### config.mk
export PLATFORM = sky130hd
export DESIGN_NAME = gshare_branch_predictor
export DESIGN_NICKNAME = d
export VERILOG_FILES = /design/src/rtl/gshare_branch_predictor.sv
export SDC_FILE = /design/constraint.sdc
export NUM_CORES = 2
export LEC_CHECK = 0
export ABC_AREA = 1
export CORE_MARGIN = 10
export CORE_UTILIZATION = 45
export DETAILED_ROUTE_END_ITERATION = 8
export HOLD_SLACK_MARGIN = 0.15
export PLACE_DENSITY = 0.69
export SYNTH_ARGS = -nofsm -noshare
export SYNTH_HDL_FRONTEND = slang
export SYNTH_SLANG_ARGS = --single-unit
### constraint.sdc
create_clock -name clk -period 3.1 [get_ports clk]
set_input_delay 0.62 -clock clk [delete_from_list [all_inputs] [get_ports clk]]
set_output_delay 0.62 -clock clk [all_outputs]
set_load 0.02 [all_outputs]
### src/rtl/gshare_branch_predictor.sv
// gshare_branch_predictor: direct-mapped BTB plus a gshare direction predictor.
// The PHT holds 2-bit saturating counters indexed by pc XOR global history.
// Lookup is combinational for the IF stage. Training comes from EX resolution.
// Optional macro BP_STATS_EN adds conditional-branch and mispredict counters.
module gshare_branch_predictor #(
    parameter int PC_WIDTH    = 32,
    parameter int BTB_ENTRIES = 32,
    parameter int GHR_BITS    = 5
) (
    input  logic                clk,
    input  logic                reset,
    input  logic [PC_WIDTH-1:0] current_pc,
    output logic [PC_WIDTH-1:0] pc_predict,
    output logic                predict_taken,
    input  logic                update_valid,
    input  logic [PC_WIDTH-1:0] update_pc,
    input  logic                update_is_cond,
    input  logic                update_taken,
    input  logic [PC_WIDTH-1:0] update_target,
    input  logic                update_mispredict
`ifdef BP_STATS_EN
    ,
    output logic [31:0]         stat_cond_branches,
    output logic [31:0]         stat_mispredicts
`endif
);

    localparam int IDX         = $clog2(BTB_ENTRIES);
    localparam int TAG_W       = PC_WIDTH - IDX - 2;
    localparam int PHT_ENTRIES = 1 << GHR_BITS;

    logic [BTB_ENTRIES-1:0] valid_q, valid_d;
    logic [BTB_ENTRIES-1:0] uncond_q, uncond_d;
    logic [TAG_W-1:0]       tag_q    [BTB_ENTRIES];
    logic [TAG_W-1:0]       tag_d    [BTB_ENTRIES];
    logic [PC_WIDTH-1:0]    target_q [BTB_ENTRIES];
    logic [PC_WIDTH-1:0]    target_d [BTB_ENTRIES];
    logic [1:0]             pht_q    [PHT_ENTRIES];
    logic [1:0]             pht_d    [PHT_ENTRIES];
    logic [GHR_BITS-1:0]    ghr_q, ghr_d;

    logic [IDX-1:0]      look_bidx;
    logic [GHR_BITS-1:0] look_pidx;
    logic [TAG_W-1:0]    look_tag;
    logic                look_hit;
    logic                taken_pred;

    logic [IDX-1:0]      upd_bidx;
    logic [GHR_BITS-1:0] upd_pidx;
    logic [TAG_W-1:0]    upd_tag;

    // Low pc bits are always zero for aligned instructions; update_mispredict
    // only feeds the optional statistics counters.
    logic [2:0] unused_bits;
    assign unused_bits = {update_pc[1:0], update_mispredict};

    assign look_bidx = current_pc[IDX+1:2];
    assign look_pidx = current_pc[GHR_BITS+1:2] ^ ghr_q;
    assign look_tag  = current_pc[PC_WIDTH-1:IDX+2];
    assign upd_bidx  = update_pc[IDX+1:2];
    assign upd_pidx  = update_pc[GHR_BITS+1:2] ^ ghr_q;
    assign upd_tag   = update_pc[PC_WIDTH-1:IDX+2];

    // Zero-latency prediction from the pre-update state.
    always_comb begin
        look_hit      = valid_q[look_bidx] && (tag_q[look_bidx] == look_tag);
        taken_pred    = look_hit && (uncond_q[look_bidx] || pht_q[look_pidx][1]);
        predict_taken = taken_pred;
        pc_predict    = taken_pred ? target_q[look_bidx] : current_pc + PC_WIDTH'(4);
    end

    // Next-state for BTB, PHT and history from a resolved EX update.
    always_comb begin
        valid_d  = valid_q;
        uncond_d = uncond_q;
        tag_d    = tag_q;
        target_d = target_q;
        pht_d    = pht_q;
        ghr_d    = ghr_q;
        if (update_valid) begin
            if (!update_is_cond) begin
                valid_d[upd_bidx]  = 1'b1;
                uncond_d[upd_bidx] = 1'b1;
                tag_d[upd_bidx]    = upd_tag;
                target_d[upd_bidx] = update_target;
            end else begin
                if (update_taken) begin
                    if (pht_q[upd_pidx] != 2'b11) begin
                        pht_d[upd_pidx] = pht_q[upd_pidx] + 2'd1;
                    end
                    valid_d[upd_bidx]  = 1'b1;
                    uncond_d[upd_bidx] = 1'b0;
                    tag_d[upd_bidx]    = upd_tag;
                    target_d[upd_bidx] = update_target;
                end else if (pht_q[upd_pidx] != 2'b00) begin
                    pht_d[upd_pidx] = pht_q[upd_pidx] - 2'd1;
                end
                ghr_d = {ghr_q[GHR_BITS-2:0], update_taken};
            end
        end
    end

    // Predictor state registers; counters come out of reset weakly not-taken.
    always_ff @(posedge clk or negedge reset) begin
        if (!reset) begin
            valid_q  <= '0;
            uncond_q <= '0;
            ghr_q    <= '0;
            for (int i = 0; i < BTB_ENTRIES; i++) begin
                tag_q[i]    <= '0;
                target_q[i] <= '0;
            end
            for (int i = 0; i < PHT_ENTRIES; i++) begin
                pht_q[i] <= 2'b01;
            end
        end else begin
            valid_q  <= valid_d;
            uncond_q <= uncond_d;
            tag_q    <= tag_d;
            target_q <= target_d;
            pht_q    <= pht_d;
            ghr_q    <= ghr_d;
        end
    end

`ifdef BP_STATS_EN
    logic [31:0] cond_cnt_q, cond_cnt_d;
    logic [31:0] mis_cnt_q, mis_cnt_d;

    // Free-running event counters, wrapping naturally at 2**32.
    always_comb begin
        cond_cnt_d = cond_cnt_q;
        mis_cnt_d  = mis_cnt_q;
        if (update_valid && update_is_cond) begin
            cond_cnt_d = cond_cnt_q + 32'd1;
        end
        if (update_valid && update_mispredict) begin
            mis_cnt_d = mis_cnt_q + 32'd1;
        end
    end

    // Statistics registers.
    always_ff @(posedge clk or negedge reset) begin
        if (!reset) begin
            cond_cnt_q <= '0;
            mis_cnt_q  <= '0;
        end else begin
            cond_cnt_q <= cond_cnt_d;
            mis_cnt_q  <= mis_cnt_d;
        end
    end

    assign stat_cond_branches = cond_cnt_q;
    assign stat_mispredicts   = mis_cnt_q;
`endif

endmodule

==> results.yml <==
final_layout:
  layout-drive-gt1-share: 0.119
  multi_input_area_sq_um: 36100
  layout.nets: 11299
  fillers: 17822
  area_growth_pct: 18.8
  seqCellArea_sq_um: 49000
  design_area_sq_um: 106000
yosys:
  yosysWarnings: 0
  yosysMostFrequentCell: "nand2_1"
  synthDistinctLibCells: 43
  synth_nets: 11174
  synth_area_leader_cell: "dfrtp_1"
  ys_ff_latch: 1957
  synth_edf_count: 0
  syn-instance-count: 11069
  seq_area_frac_synth: 0.549
  netlist.area_leader.share: 0.540
  yosys_most_used_dff: "dfrtp_1"
  synthTopCellsByArea: "dfrtp_1 54%, o21ai_0 15%, nand2_1 13%"
  syn_area_sq_um: 89300
  synthArstFlopShare: 1.00
  syn_area_per_cell_sq_um: 8.07
  synthTopCellsByCount: "3,088 x nand2_1, 2,629 x o21ai_0, 1,925 x dfrtp_1"
floorplanning:
  io-pin-count: 135
  initial_core_util: 0.452
  core_region_area_sq_um: 197000
  die-height_microns: 465
  die-area_sq_um: 217000
  row_count: 163
  die_x_microns: 465
setup_path:
  crit_type: "reg2out"
  cp.required_ps: 2480
  start_kind: "flop"
  cp.arrival_ps: 3540
  path_max_fanout: 5
  cp-end-kind: "output pin"
clock_tree:
  cts_made_buffers: 200
  clkLatencyLatePin_ps: 860
  cts_sinks: 1957
  clockRootBuffer: "clkbuf_16"
  cts.clk_slew.worst_paths_ps: 60
  cts_tree: "yes"
  cts.htree.levels: 4
  cts.path.max_buffers: 3
detailed_routing:
  first_pass_iters: 6
  wl_per_cell_microns: 23.1
  wl_microns: 323000
  drt_drc_violations_left: 0
  vias_per_cell: 5.92
  drt_iter0_markers: 12204
  antenna_left: 0
  vias: 82846
global_route:
  grt_max_degree: 128
  grt_pass1_vias: 78339
  track_usage: 0.288
  antenna_found_initial: 7
  grt_pass1_wl_microns: 489000
  grt_overflow: 0
sta:
  relSlewSlack: 0.331
  setup-violations-final: 97
  hold_viol: 0
  max_freq_mhz: 240
  tightest_slew_ps: 1000
  period_needed_ps: 4160
  fin_worst_skew_ps: 22.7
  slew_viol_final: 0
  worst_slack_ps: -1060
  rsz0062_at_grt: "yes"
  finalCritPeriodShare: 1.34
pwr:
  switching_power_mw: 20.1
  p_per_area_nw_per_um2: 653
  pwr-share-clk: 0.364
  internal_power_mw: 49.2
  power_frac_comb: 0.167
  leakage_nw: 49.5
  p_sw_frac: 0.290
  p_seq_frac: 0.468
  ir_drop_mv: 0.681
  p_total_mw: 69.3
outcome:
  violations: "setup timing"
  outcome: "complete, but fails checks"
placed_design:
  hpwl_microns: 193000
  place_area_sq_um: 98100
  port_buffers: 131
  finalWeightedCongestion: 0.976
job:
  max_cap_violations: 0
hold_path:
  hold_class: "in2async"
==> worst max-delay path, stage by stage (launching register included) <==
cell,delay (ps)
dfrtp_1,430
inv_2,90
nand2_4,80
nand2_4,90
clkbuf_16,180
nand2_4,50
nand3_2,70
nand3_2,80
nand3_2,110
a21oi_2,180
buf_6,150
nor2_4,50
buf_6,110
nor2_4,80
nand2_2,70
nor2_4,230
buf_6,180
buf_6,110
nand3_1,60
nand2_1,80
inv_1,60
buf_6,130
==> per-stage QoR <==
step / instances / setup slack [ps] / util / setup TNS (ps) / hold WS, ps
2_1_floorplan: 11069 / -14.8 / - / -296 / 324
3_3_place_gp: 13614 / -2130 / 0.497 / -125410 / 436
3_5_place_dp: 13614 / -2110 / 0.497 / -127770 / 443
4_1_cts: 13988 / -1020 / 0.534 / -54690 / 297
5_1_grt: 13998 / -1140 / 0.537 / -91790 / 328
6_report: 14003 / -1060 / 0.537 / -70350 / 328
==> power groups by stage <==
stage                     Clock [mW]  Sequential [mW]  Combinational (mW)
after floorplan                    0             32.1                6.90
after global placement             0             32.5                10.8
after detailed placement           0             32.7                11.2
after CTS                       25.4             32.3                11.3
after global routing            26.4             32.9                13.1
final                           25.2             32.5                11.6
==> state kept, by name, indices dropped and copies added (netlist names), named ones only <==
register	flops
pht_q	32
tag_q	800
ghr_q	5
valid_q	32
target_q	1024
==> kinds of logic after synthesis <==
| logic type | count (synthesis) | share of synthesized area |
|---|---|---|
| fa+ha+maj | 3 | 0.000420 |
| xor+xnor | 34 | 0.00334 |
| simple gates | 4686 | 0.206 |
| buf+inv | 1231 | 0.0558 |
| flops | 1957 | 0.549 |
| compound gates | 3157 | 0.185 |
| mux | 1 | 0.000126 |
==> worst paths after layout <==
kind,slack [ps],end,cells past startpoint,from
setup / recovery,-1060,pc_predict[29],21,ghr_q[0]$_DFFE_PN0P_
hold / removal,330,tag_q[583]$_DFFE_PN0P_,2,reset
setup reg to reg,-720,pht_q[37]$_DFFE_PN0P_,20,ghr_q[0]$_DFFE_PN0P_
hold reg to reg,450,valid_q[21]$_DFFE_PN0P_,2,valid_q[21]$_DFFE_PN0P_
max in group asynchronous,1580,target_q[725]$_DFFE_PN0P_,4,reset
min in group clk,450,ghr_q[0]$_DFFE_PN0P_,3,update_taken
==> layout make-up <==
type / instances / share of cell area
multi-input combinational: 7881 / 0.340
clock inverter: 58 / 0.00813
sequential: 1957 / 0.462
clock buffer: 307 / 0.0569
tap: 2640 / 0.0311
timing repair buffer: 902 / 0.0925
antenna: 6 / 0.000142
inverter: 252 / 0.00936
==> what timing repair did <==
item                                   in CTS  in global routing
endpoints found under the hold margin     430                  0
pin swaps                                  12                 22
buffers inserted                            3                  5
resized for setup                         254                114
hold buffers                                1                  0
setup endpoints to repair                  97                 97
cloned                                      5                  6
==> cell usage in the layout (no fill, tap or decap), types with 92 or more instances in the layout <==
cell	instances
a21oi_1	119
buf_12	182
buf_4	554
clkbuf_16	207
clkdlybuf4s50_1	92
dfrtp_1	1925
inv_1	229
nand2_1	3009
nand3_1	434
nor2_1	1020
o21ai_0	2626
o22ai_1	225
==> layer usage <==
| metal | GRT usage | wire, microns | up-vias |
|---|---|---|---|
| met5 | 0 | 13 | - |
| met4 | 0.161 | 20000 | 2 |
| met3 | 0.0608 | 33500 | 923 |
| met2 | 0.431 | 141000 | 4780 |
| met1 | 0.389 | 128000 | 40337 |
| li1 | - | - | 36804 |
Note: power is estimated with default switching activity, not from simulation.
